===== config.mk =====
export PLATFORM = sky130hd
export DESIGN_NAME = uart_cmd_parser_flat
export DESIGN_NICKNAME = d
export VERILOG_FILES = /design/src/rtl/uart_cmd_if.sv /design/src/rtl/uart_cmd_parser.sv /design/src/flat_wrapper.sv
export SDC_FILE = /design/constraint.sdc
export NUM_CORES = 1
export LEC_CHECK = 0
export CORE_MARGIN = 2
export CORE_UTILIZATION = 39
export CTS_CLUSTER_SIZE = 14
export DETAILED_ROUTE_END_ITERATION = 7
export MAX_ROUTING_LAYER = met4
export PLACE_DENSITY = 0.57
export SYNTH_ARGS = -nofsm -noshare
export SYNTH_HDL_FRONTEND = slang
export SYNTH_SLANG_ARGS = --single-unit

===== constraint.sdc =====
create_clock -name clk -period 2.7 [get_ports clk]
set_clock_uncertainty 0.05 [all_clocks]
set_input_delay 0.54 -clock clk [delete_from_list [all_inputs] [get_ports clk]]
set_output_delay 0.54 -clock clk [all_outputs]
set_load 0.01 [all_outputs]

===== src/rtl/uart_cmd_if.sv =====
// Byte stream from the UART receiver in, register-bus strobes and status out.
// The parser uses the slave modport; whatever feeds it bytes uses master.
interface uart_cmd_if;
  logic [7:0] rx_data;
  logic       rx_valid;
  logic       rx_err;
  logic [7:0] reg_addr;
  logic [7:0] reg_wdata;
  logic       reg_we;
  logic       reg_re;
  logic       cmd_err;
  logic       busy;

  modport master (
    output rx_data, rx_valid, rx_err,
    input  reg_addr, reg_wdata, reg_we, reg_re, cmd_err, busy
  );

  modport slave (
    input  rx_data, rx_valid, rx_err,
    output reg_addr, reg_wdata, reg_we, reg_re, cmd_err, busy
  );
endinterface


===== src/rtl/uart_cmd_parser.sv =====
// Parses ASCII hex frames "Waadd<CR>" / "Raa<CR>" from a UART byte stream into register-bus strobes.
// Define UART_CMD_LOWERCASE_EN to also accept 'w', 'r' and 'a'-'f'.
module uart_cmd_parser #(
  parameter int unsigned TIMEOUT_CYCLES = 1_000_000
) (
  input  logic       clk,
  input  logic       rst,
  uart_cmd_if.slave  bus
);

  localparam logic [2:0] S_IDLE = 3'd0;
  localparam logic [2:0] S_AH   = 3'd1;
  localparam logic [2:0] S_AL   = 3'd2;
  localparam logic [2:0] S_DH   = 3'd3;
  localparam logic [2:0] S_DL   = 3'd4;
  localparam logic [2:0] S_TERM = 3'd5;
  localparam logic [2:0] S_SKIP = 3'd6;

  localparam logic [7:0] CH_CR = 8'h0D;
  localparam logic [7:0] CH_LF = 8'h0A;

  localparam int            CW      = $clog2(TIMEOUT_CYCLES);
  localparam logic [CW-1:0] TO_LAST = CW'(TIMEOUT_CYCLES - 1);

  // Returns {valid, nibble}.
  function automatic logic [4:0] hex_nib(input logic [7:0] c);
    if (c >= 8'h30 && c <= 8'h39)
      return {1'b1, c[3:0]};
    else if (c >= 8'h41 && c <= 8'h46)
      return {1'b1, c[3:0] + 4'd9};
`ifdef UART_CMD_LOWERCASE_EN
    else if (c >= 8'h61 && c <= 8'h66)
      return {1'b1, c[3:0] + 4'd9};
`endif
    else
      return 5'd0;
  endfunction

  logic [2:0]    r_state;
  logic          r_wr;
  logic [7:0]    r_addr_sh;
  logic [7:0]    r_data_sh;
  logic [7:0]    r_addr;
  logic [7:0]    r_wdata;
  logic          r_we;
  logic          r_re;
  logic          r_err;
  logic [CW-1:0] r_cnt;
  logic          r_valid_q;
  logic          r_err_q;

  logic          w_vstb;
  logic          w_estb;
  logic [4:0]    w_nib;
  logic          w_is_w;
  logic          w_is_r;
  logic          w_syn;
  logic [2:0]    w_state_next;
  logic          w_wr_next;
  logic [7:0]    w_addr_sh_next;
  logic [7:0]    w_data_sh_next;
  logic [7:0]    w_addr_next;
  logic [7:0]    w_wdata_next;
  logic          w_we_next;
  logic          w_re_next;
  logic          w_err_next;

  assign w_vstb = bus.rx_valid & ~r_valid_q;
  assign w_estb = bus.rx_err & ~r_err_q;
  assign w_nib  = hex_nib(bus.rx_data);

`ifdef UART_CMD_LOWERCASE_EN
  assign w_is_w = (bus.rx_data == 8'h57) || (bus.rx_data == 8'h77);
  assign w_is_r = (bus.rx_data == 8'h52) || (bus.rx_data == 8'h72);
`else
  assign w_is_w = (bus.rx_data == 8'h57);
  assign w_is_r = (bus.rx_data == 8'h52);
`endif

  always_comb begin
    w_state_next   = r_state;
    w_wr_next      = r_wr;
    w_addr_sh_next = r_addr_sh;
    w_data_sh_next = r_data_sh;
    w_addr_next    = r_addr;
    w_wdata_next   = r_wdata;
    w_we_next      = 1'b0;
    w_re_next      = 1'b0;
    w_err_next     = 1'b0;
    w_syn          = 1'b0;

    // A framing error masks any byte that rose in the same cycle.
    if (w_estb) begin
      if (r_state != S_SKIP) begin
        w_err_next   = 1'b1;
        w_state_next = S_SKIP;
      end
    end else if (w_vstb) begin
      case (r_state)
        S_IDLE: begin
          if (w_is_w) begin
            w_state_next = S_AH;
            w_wr_next    = 1'b1;
          end else if (w_is_r) begin
            w_state_next = S_AH;
            w_wr_next    = 1'b0;
          end else if (bus.rx_data != CH_CR && bus.rx_data != CH_LF) begin
            w_syn = 1'b1;
          end
        end
        S_AH: begin
          if (w_nib[4]) begin
            w_addr_sh_next[7:4] = w_nib[3:0];
            w_state_next        = S_AL;
          end else begin
            w_syn = 1'b1;
          end
        end
        S_AL: begin
          if (w_nib[4]) begin
            w_addr_sh_next[3:0] = w_nib[3:0];
            w_state_next        = r_wr ? S_DH : S_TERM;
          end else begin
            w_syn = 1'b1;
          end
        end
        S_DH: begin
          if (w_nib[4]) begin
            w_data_sh_next[7:4] = w_nib[3:0];
            w_state_next        = S_DL;
          end else begin
            w_syn = 1'b1;
          end
        end
        S_DL: begin
          if (w_nib[4]) begin
            w_data_sh_next[3:0] = w_nib[3:0];
            w_state_next        = S_TERM;
          end else begin
            w_syn = 1'b1;
          end
        end
        S_TERM: begin
          if (bus.rx_data == CH_CR) begin
            w_state_next = S_IDLE;
            w_addr_next  = r_addr_sh;
            if (r_wr) begin
              w_wdata_next = r_data_sh;
              w_we_next    = 1'b1;
            end else begin
              w_re_next = 1'b1;
            end
          end else begin
            w_syn = 1'b1;
          end
        end
        S_SKIP: begin
          if (bus.rx_data == CH_CR)
            w_state_next = S_IDLE;
        end
        default: w_state_next = S_IDLE;
      endcase

      // A stray CR already terminates the line, so there is nothing left to skip.
      if (w_syn) begin
        w_err_next   = 1'b1;
        w_state_next = (bus.rx_data == CH_CR) ? S_IDLE : S_SKIP;
      end
    end else if (r_state != S_IDLE && r_cnt == TO_LAST) begin
      w_state_next = S_IDLE;
      w_err_next   = (r_state != S_SKIP);
    end
  end

  always_ff @(posedge clk or posedge rst) begin
    if (rst) begin
      r_state   <= S_IDLE;
      r_wr      <= 1'b0;
      r_addr_sh <= 8'h00;
      r_data_sh <= 8'h00;
      r_addr    <= 8'h00;
      r_wdata   <= 8'h00;
      r_we      <= 1'b0;
      r_re      <= 1'b0;
      r_err     <= 1'b0;
      r_cnt     <= '0;
      // Held high so a level already present at reset release is not a new byte.
      r_valid_q <= 1'b1;
      r_err_q   <= 1'b1;
    end else begin
      r_state   <= w_state_next;
      r_wr      <= w_wr_next;
      r_addr_sh <= w_addr_sh_next;
      r_data_sh <= w_data_sh_next;
      r_addr    <= w_addr_next;
      r_wdata   <= w_wdata_next;
      r_we      <= w_we_next;
      r_re      <= w_re_next;
      r_err     <= w_err_next;
      r_valid_q <= bus.rx_valid;
      r_err_q   <= bus.rx_err;
      if (r_state == S_IDLE || w_vstb || w_estb)
        r_cnt <= '0;
      else if (r_cnt != TO_LAST)
        r_cnt <= r_cnt + CW'(1);
    end
  end

  assign bus.reg_addr  = r_addr;
  assign bus.reg_wdata = r_wdata;
  assign bus.reg_we    = r_we;
  assign bus.reg_re    = r_re;
  assign bus.cmd_err   = r_err;
  assign bus.busy      = (r_state != S_IDLE);

endmodule


===== src/flat_wrapper.sv =====
// flat-port wrapper written by rule: the top's interface ports become plain ports
module uart_cmd_parser_flat 
#(
  parameter int unsigned TIMEOUT_CYCLES = 1_000_000
)
  (clk, rst, bus_rx_data, bus_rx_valid, bus_rx_err, bus_reg_addr, bus_reg_wdata, bus_reg_we, bus_reg_re, bus_cmd_err, bus_busy);
  uart_cmd_if bus_i ();
  input  logic clk;
  input  logic rst;
  input wire logic [$bits(bus_i.rx_data)-1:0] bus_rx_data;
  input wire logic [$bits(bus_i.rx_valid)-1:0] bus_rx_valid;
  input wire logic [$bits(bus_i.rx_err)-1:0] bus_rx_err;
  output wire logic [$bits(bus_i.reg_addr)-1:0] bus_reg_addr;
  output wire logic [$bits(bus_i.reg_wdata)-1:0] bus_reg_wdata;
  output wire logic [$bits(bus_i.reg_we)-1:0] bus_reg_we;
  output wire logic [$bits(bus_i.reg_re)-1:0] bus_reg_re;
  output wire logic [$bits(bus_i.cmd_err)-1:0] bus_cmd_err;
  output wire logic [$bits(bus_i.busy)-1:0] bus_busy;
  assign bus_i.rx_data = bus_rx_data;
  assign bus_i.rx_valid = bus_rx_valid;
  assign bus_i.rx_err = bus_rx_err;
  assign bus_reg_addr = bus_i.reg_addr;
  assign bus_reg_wdata = bus_i.reg_wdata;
  assign bus_reg_we = bus_i.reg_we;
  assign bus_reg_re = bus_i.reg_re;
  assign bus_cmd_err = bus_i.cmd_err;
  assign bus_busy = bus_i.busy;
  uart_cmd_parser #(.TIMEOUT_CYCLES(TIMEOUT_CYCLES)) u_core (.clk(clk), .rst(rst), .bus(bus_i));
endmodule

; ---- Yosys cells after proc, flatten, opt, wreduce, memory -nomap -nowiden
; Index checks and enable logic that the tools add are counted.
[word_totals]
word_cells = 111
register_bits = 61
out_inout_bits = 20
inputBits = 12
[op_classes]
n_lt_le_gt_ge = 4
reduce_logical = 21
bitwise_logic = 5
eq_ne = 21
muxes = 44
add_sub_neg = 2
[ops]
columns = operator, n
row1 = 3-bit 2-to-1 mux, 14
row2 = 20-bit 2-to-1 mux, 2
row3 = 5-bit != test (second input constant), 5
row4 = 1-bit 2-to-1 mux, 24
row5 = 4-bit AND reduction, 6
row6 = 20-bit by 1-bit adder with 20-bit output (second input constant), 1
row7 = 20-bit == test (second input constant), 1
row8 = 20-bit != test (second input constant), 1
row9 = 3-bit one-hot mux with 6 select lines, 1
row10 = 8-bit by 7-bit == test with 1-bit output (second input constant), 2
row11 = 8-bit by 4-bit != test with 1-bit output (second input constant), 2
row12 = 5-bit 2-to-1 mux, 2
row13 = 3-bit == test (second input constant), 3
row14 = 8-bit by 4-bit == test with 1-bit output (second input constant), 1
row15 = 8-bit by 6-bit greater-or-equal comparator with 1-bit output (second input constant), 1
row16 = 8-bit by 7-bit greater-or-equal comparator with 1-bit output (second input constant), 1
row17 = 8-bit by 6-bit less-or-equal comparator with 1-bit output (second input constant), 1
row18 = 8-bit by 7-bit less-or-equal comparator with 1-bit output (second input constant), 1
row19 = 8-bit AND reduction, 1
row20 = 3-bit by 2-bit == test with 1-bit output (second input constant), 2
row21 = 6-bit != test (second input constant), 1
row22 = 3-bit nonzero test, 2
row23 = 5-bit AND reduction, 1
row24 = 4-bit adder (second input constant), 1
row25 = other kinds (12), 20

; ---- Longest topological paths before layout
; Gate-level depths: netlist of the first run.
[depth]
word_depth = 11
depth_mapped = 7
depth_no_buf = 7

; ---- Worst setup path before layout of the first run
; No wires, ideal clock.
[synth_path]
kind = input port to flip-flop
startpoint = input bus_rx_data[0]
endpoint = register u_core.r_state[1]
path_buffers = 0
arrival_ps = 2229
path_stages = 7
slack_ps = 335
t_required_ps = 2564
setup_ps = 86
path_cell_list = inv_1 > ha_1 > o21bai_4 > a2111oi_4 > nor2_4 > or4_1 > a32oi_1
[synth_via]
elab_chain_len = 11
word_cells_on_any_way = 35
classes_between = 4 x order compare / 11 x eq/ne / 16 x mux / 4 x reduce/logical
[synth_lines]
columns = element, line_no
row1 = start: declaration, flat_wrapper.sv:10  ; input wire logic [$bits(bus_i.rx_data)-1:0] bus_rx_data;
row2 = branches (longest 11 deep; another with 8-bit by 7-bit greater-or-equal comparator with 1-bit output), --
row3 = end signal: assignment, uart_cmd_parser.sv:191  ; r_state <= w_state_next;
row4 = end: declaration, uart_cmd_parser.sv:39  ; logic [2:0] r_state;
; Several ways; the timed one is not identified. The select of a mux whose other input is x is not followed.
; A chain may end at the register's enable or synchronous reset.

; ---- Worst setup path in the final report of the first run
[layout_path]
startpoint = input bus_rx_data[0]
endpoint = register u_core.r_state[0]
; The elaborated chain is that of the path after synthesis.

==> results of run 1 <==
worst max-delay path, cell delays in order:
cell and delay, ns:
clkdlybuf4s50_1 0.51, inv_1 0.08, buf_4 0.14, ha_1 0.25, and2_1 0.17, o2111a_1 0.33
nor3_1 0.31, a21oi_1 0.11, a32o_1 0.23
logic make-up after synthesis:
logic type               after synthesis  synth area share (%)
adder cells (fa/ha/maj)                5                  2.01
AO/OA/AOI/OAI                         63                  13.6
XOR/XNOR                              14                  3.94
multiplexers                          20                  7.11
buffers and inverters                 18                  2.45
AND/OR/NAND/NOR                      118                  21.8
flip-flops                            61                  49.1
per-stage QoR:
| stage | hold slack, ns | setup TNS (ns) | utilization, % |
|---|---|---|---|
| 2_1_floorplan | 0.394 | 0 | - |
| 3_3_place_gp | 0.412 | -0.253 | 49.5 |
| 3_5_place_dp | 0.420 | -0.927 | 49.5 |
| 4_1_cts | 0.439 | 0 | 52.1 |
| 5_1_grt | 0.461 | 0 | 52.1 |
| 6_report | 0.429 | 0 | 52.1 |
registers in the layout, summed over array words and instances (netlist names):
signal	cells
u_core.r_err_q	1
u_core.r_state	3
u_core.r_wr	1
u_core.r_cnt	20
u_core.bus.reg_wdata	8
u_core.r_data_sh	8
u_core.bus.reg_we	1
u_core.r_addr_sh	8
u_core.r_valid_q	1
u_core.bus.reg_re	1
u_core.bus.cmd_err	1
u_core.bus.reg_addr	8
final cells by class:
cell class | instances | area, um2 | area share (%)
flip-flops and latches | 61 | 1530 | 38.0
repair buffers | 69 | 621 | 15.4
clock inverters | 7 | 73.8 | 1.83
clock buffers | 9 | 124 | 3.08
multi-input cells | 220 | 1510 | 37.5
well taps | 102 | 128 | 3.17
inverters | 11 | 41.3 | 1.03
worst min path at each step:
stage / end / slack [ns] / start
after floorplan: u_core.r_addr_sh[0]$_DFFE_PP0P_ / 0.39 / u_core.r_addr_sh[0]$_DFFE_PP0P_
after global placement: u_core.r_data_sh[7]$_DFFE_PP0P_ / 0.41 / u_core.r_data_sh[7]$_DFFE_PP0P_
after detailed placement: u_core.r_addr_sh[1]$_DFFE_PP0P_ / 0.42 / u_core.r_addr_sh[1]$_DFFE_PP0P_
after CTS: u_core.r_addr_sh[1]$_DFFE_PP0P_ / 0.44 / u_core.r_addr_sh[1]$_DFFE_PP0P_
after global routing: u_core.r_addr_sh[2]$_DFFE_PP0P_ / 0.46 / u_core.r_addr_sh[2]$_DFFE_PP0P_
final: u_core.r_addr_sh[1]$_DFFE_PP0P_ / 0.43 / u_core.r_addr_sh[1]$_DFFE_PP0P_
routing by layer:
layer | global-route usage (%) | vias to the layer above | wire length [um]
met4 | 5.51 | 0 | 32
met1 | 23.4 | 1199 | 3330
met3 | 4.67 | 2 | 213
met2 | 27.0 | 35 | 3230
met5 | - | - | 0
li1 | - | 1237 | -
power by group through the flow:
stage          Sequential, W  Combinational, W  Clock [W]
3_3_place_gp         0.00101          0.000437          0
2_1_floorplan        0.00101          0.000280          0
5_1_grt             0.000995          0.000490   0.000889
3_5_place_dp         0.00101          0.000443          0
6_report            0.000990          0.000442   0.000814
4_1_cts             0.000990          0.000444   0.000844
cells in the final DEF (no fill, tap or decap), drive strengths merged, types with 5 or more instances in the layout:
cell	n
and3	6
nor2	19
nor3	11
or3	7
clkdlybuf4s50	31
o21ai	23
mux2	17
dfrtp	59
xnor2	13
inv	13
nand3	8
buf	38
ha	5
a21oi	15
nand2	28
nor4b	6
and2	5
nand4	5
nor2b	6
clkbuf	9
==> results.toml, run 1 <==
[global_routing]
antenna_found_initial = 0
grt.total_usage_pct = 17.8
grt_pass1_wl_um = 11800
overflow = 0
grt_max_degree = 43
grt_pass1_vias = 2447

[placed_design]
post_dp_cell_area_um2 = 3830
dp_cells = 463
gp_congestion = 0.918
dp_slack_ns = -0.144
io_buffer_count = 31
dpl.hpwl_um = 5010

[clock_tree]
clkTransAtPathRegs_ns = 0.07
htree_levels = 3
clk_path_buf_depth = 2
cts_sinks = 61
cts_buffers = 9
cts_hold_buffers = 0
cts_tree = "yes"
ctsResizeCount = 0
insertion_delay_ns = 0.34
cts_setup_buffers = 0
clockRootBuffer = "clkbuf_8"

[sta]
relSlewSlack_pct = 69.7
worstMarginPinSlew_ns = 0.455
finalHoldViolations = 0
finalCritPeriodShare_pct = 92.6
rsz0062_at_grt = "false"
timing.final.ws_setup_ns = 0.199
slew_viol_final = 0
fmax_mhz = 400
setup_viol = 0
min_period_ns = 2.50

[synth]
syn-num-nets = 316
synth_top_area_cell = "dfrtp_1"
synthMostInstantiatedCell = "dfrtp_1"
ys_warn_count = 0
syn_avg_cell_area_um2 = 10.4
syn_inst = 299
synthTopCellsByArea = "dfrtp_1 47%, mux2_2 6.1%, o21ai_0 3.7%"
synthTopCellsByCount = "59 x dfrtp_1, 28 x nand2_1, 23 x o21ai_0"
synth_top_area_share_pct = 47.4
synth.yosys.seq_area_share_pct = 49.1
synth_edf_count = 0
synth-main-ff-cell = "dfrtp_1"
synth.ff_latch_count = 61
synth_async_sr_flop_share_pct = 100
synth_area_um2 = 3120
synth_cell_types = 56

[cells_and_area]
antennaDiodeCount = 0
nFillCells = 715
areaGrowthSynthToFinish_pct = 29.2
drive_above_1_share_pct = 22.3
final_cells = 479
finalInstanceArea_um2 = 4030
fin_nets = 389

[detailed_routing]
drt_iter0_drc = 94
vias = 2473
routed_wl_um = 6810
dr.pass1.iters = 4
wl_per_cell_um = 14.2
drt_drc_violations_left = 0
vias_per_cell = 5.16
drtAntennaViolNets = 0

[worst_setup_path]
cp.arrival_ns = 2.68
r2r_end = "u_core.r_state[0]$_DFFE_PP0P_"
worst-r2r-cell-count = 5
cp-startpoint = "bus_rx_data[0]"
required_ns = 2.88
r2r-start = "u_core.r_state[2]$_DFFE_PP0P_"
worstSetupPathType = "in2reg"
end_kind = "flip-flop"
ff2ff_setup_slack_ns = 0.57
crit_path_start_kind = "input pin"
path_max_fanout = 7
critPathCapture = "u_core.r_state[0]$_DFFE_PP0P_"

[power]
ir_drop_mv = 0.455
power_frac_clock_pct = 36.2
power.switching_w = 0.000668
p_int_w = 0.00158
seqPwrFrac_pct = 44.1
p_leak_nw = 1.75
p_total_w = 0.00224
p_comb_share_pct = 19.7
p_per_area_nw_per_um2 = 558
p_sw_share_pct = 29.8

[run_status]
status = "completed"

[floorplanning]
initial_core_util_pct = 40.3
die_width_um = 93.4
dieArea_um2 = 8720
core_um2 = 7730
pin_count = 32
num_rows = 32
die-height_um = 93.4

[hold_path]
hold-path-cell-count = 2
hp-class = "reg2reg"

[job]
cap_violations = 0
No activity file was read; power rests on OpenSTA's default activity.
==> run 2: changes to the inputs <==
--- a/config.mk
+++ b/config.mk
@@ -5,7 +5,6 @@
 export SDC_FILE = /design/constraint.sdc
 export NUM_CORES = 1
 export LEC_CHECK = 0
-export CORE_MARGIN = 2
 export CORE_UTILIZATION = 39
 export CTS_CLUSTER_SIZE = 14
 export DETAILED_ROUTE_END_ITERATION = 7
==> results.toml, run 2 (synthesized netlist as in run 1, its figures left out) <==
[clock_tree]
htree_levels = 3
clkTransAtPathRegs_ns = 0.07
cts_buffers = 9
cts_setup_buffers = 0
cts_hold_buffers = 0
cts_tree = "yes"
insertion_delay_ns = 0.34
cts_sinks = 61
ctsResizeCount = 0
clk_path_buf_depth = 2
clockRootBuffer = "clkbuf_8"

[worst_setup_path]
worstSetupPathType = "reg2out"
required_ns = 2.11
end_kind = "output port"
cp.arrival_ns = 1.92
path_max_fanout = 11
cp-startpoint = "u_core.r_state[2]$_DFFE_PP0P_"
crit_path_start_kind = "flip-flop"
r2r-start = "u_core.r_state[2]$_DFFE_PP0P_"

[sta]
rsz0062_at_grt = "false"
relSlewSlack_pct = 71.3
holdWs_ns = 0.434
setup_tns_ns = 0
finalHoldViolations = 0
timing.final.ws_setup_ns = 0.194
finalCritPeriodShare_pct = 92.8
slew_viol_final = 0
fmax_mhz = 399
min_period_ns = 2.51
setup_viol = 0
worstMarginPinSlew_ns = 0.427

[global_routing]
grt_pass1_wl_um = 11700
grt_pass1_vias = 2375
grt_max_degree = 62
antenna_found_initial = 0
overflow = 0
grt.total_usage_pct = 18.1

[detailed_routing]
wl_per_cell_um = 14.2
routed_wl_um = 6760
vias = 2503
vias_per_cell = 5.25
drtAntennaViolNets = 0
drt_drc_violations_left = 0
dr.pass1.iters = 5
drt_iter0_drc = 122

[floorplanning]
initial_core_util_pct = 40.3
die_width_um = 91.4
die-height_um = 91.4
dieArea_um2 = 8350
num_rows = 32
core_um2 = 7730
pin_count = 32

[cells_and_area]
mostFrequentLayoutCells = "59 x dfrtp_1, 34 x buf_4, 31 x clkdlybuf4s50_1"
postLayoutCoreUtil_pct = 51.9
fin_nets = 387
multi_input_comb_area_um2 = 1510
drive_above_1_share_pct = 21.9
nFillCells = 695
final_common_cell = "dfrtp_1"
seqCellArea_um2 = 1530
antennaDiodeCount = 0
final_cells = 477
areaGrowthSynthToFinish_pct = 28.8
largest_register_ffs = 20
largest_register = "u_core.r_cnt"

[power]
ir_drop_mv = 0.414
p_leak_nw = 1.74
p_per_area_nw_per_um2 = 557

[run_status]
status = "completed"

[placed_design]
dpl.hpwl_um = 4920
gp_congestion = 0.907
dp_cells = 461
io_buffer_count = 31
dp_slack_ns = -0.118

[hold_path]
hp-class = "reg2reg"
min_from = "u_core.r_data_sh[7]$_DFFE_PP0P_"

[job]
cap_violations = 0
[run 2: through the flow]
step                instance area (um2)  power (W)
finish                             4010    0.00223
global route                       4010    0.00236
CTS                                4010    0.00226
detailed placement                 3810    0.00144
global placement                   3810    0.00144
floorplan                          3120    0.00129
[run 2: worst max-delay path, cell delays in order, from the launching register on]
cell and delay (ns):
dfrtp_1 0.49, or3_1 0.56, clkdlybuf4s50_1 0.53
[run 2: path summary, 6_finish.rpt]
path	to	slack [ns]	depth (start not counted)
setup / recovery	bus_busy	0.19	2
hold / removal	u_core.r_data_sh[7]$_DFFE_PP0P_	0.43	2
setup reg to reg	u_core.r_state[0]$_DFFE_PP0P_	0.41	5
hold reg to reg	u_core.r_data_sh[7]$_DFFE_PP0P_	0.43	2
max in group asynchronous	u_core.r_err_q$_DFF_PP1_	1.75	3
min in group asynchronous	u_core.bus.reg_wdata[2]$_DFFE_PP0P_	0.53	3
[run 2: cell type report]
| class | count | area share (%) |
|---|---|---|
| flip-flops and latches | 61 | 38.1 |
| clock inverters | 7 | 1.84 |
| multi-input cells | 220 | 37.6 |
| well taps | 102 | 3.18 |
| repair buffers | 67 | 15.1 |
| inverters | 11 | 1.03 |
| clock buffers | 9 | 3.09 |
[run 2: layer usage]
metal	global-route usage (%)	vias up	wire length, um
met5	-	-	0
met4	5.56	0	80
met3	4.27	7	297
met2	26.9	67	3130
met1	24.3	1192	3260
li1	-	1237	-
[run 2: where the power goes]
| group | internal (W) | leakage (nW) | switching [W] |
|---|---|---|---|
| Clock | 0.000430 | 0.100 | 0.000377 |
| Combinational | 0.000181 | 0.802 | 0.000244 |
| Sequential | 0.000962 | 0.835 | 0.0000393 |
| Total | 0.00157 | 1.74 | 0.000661 |
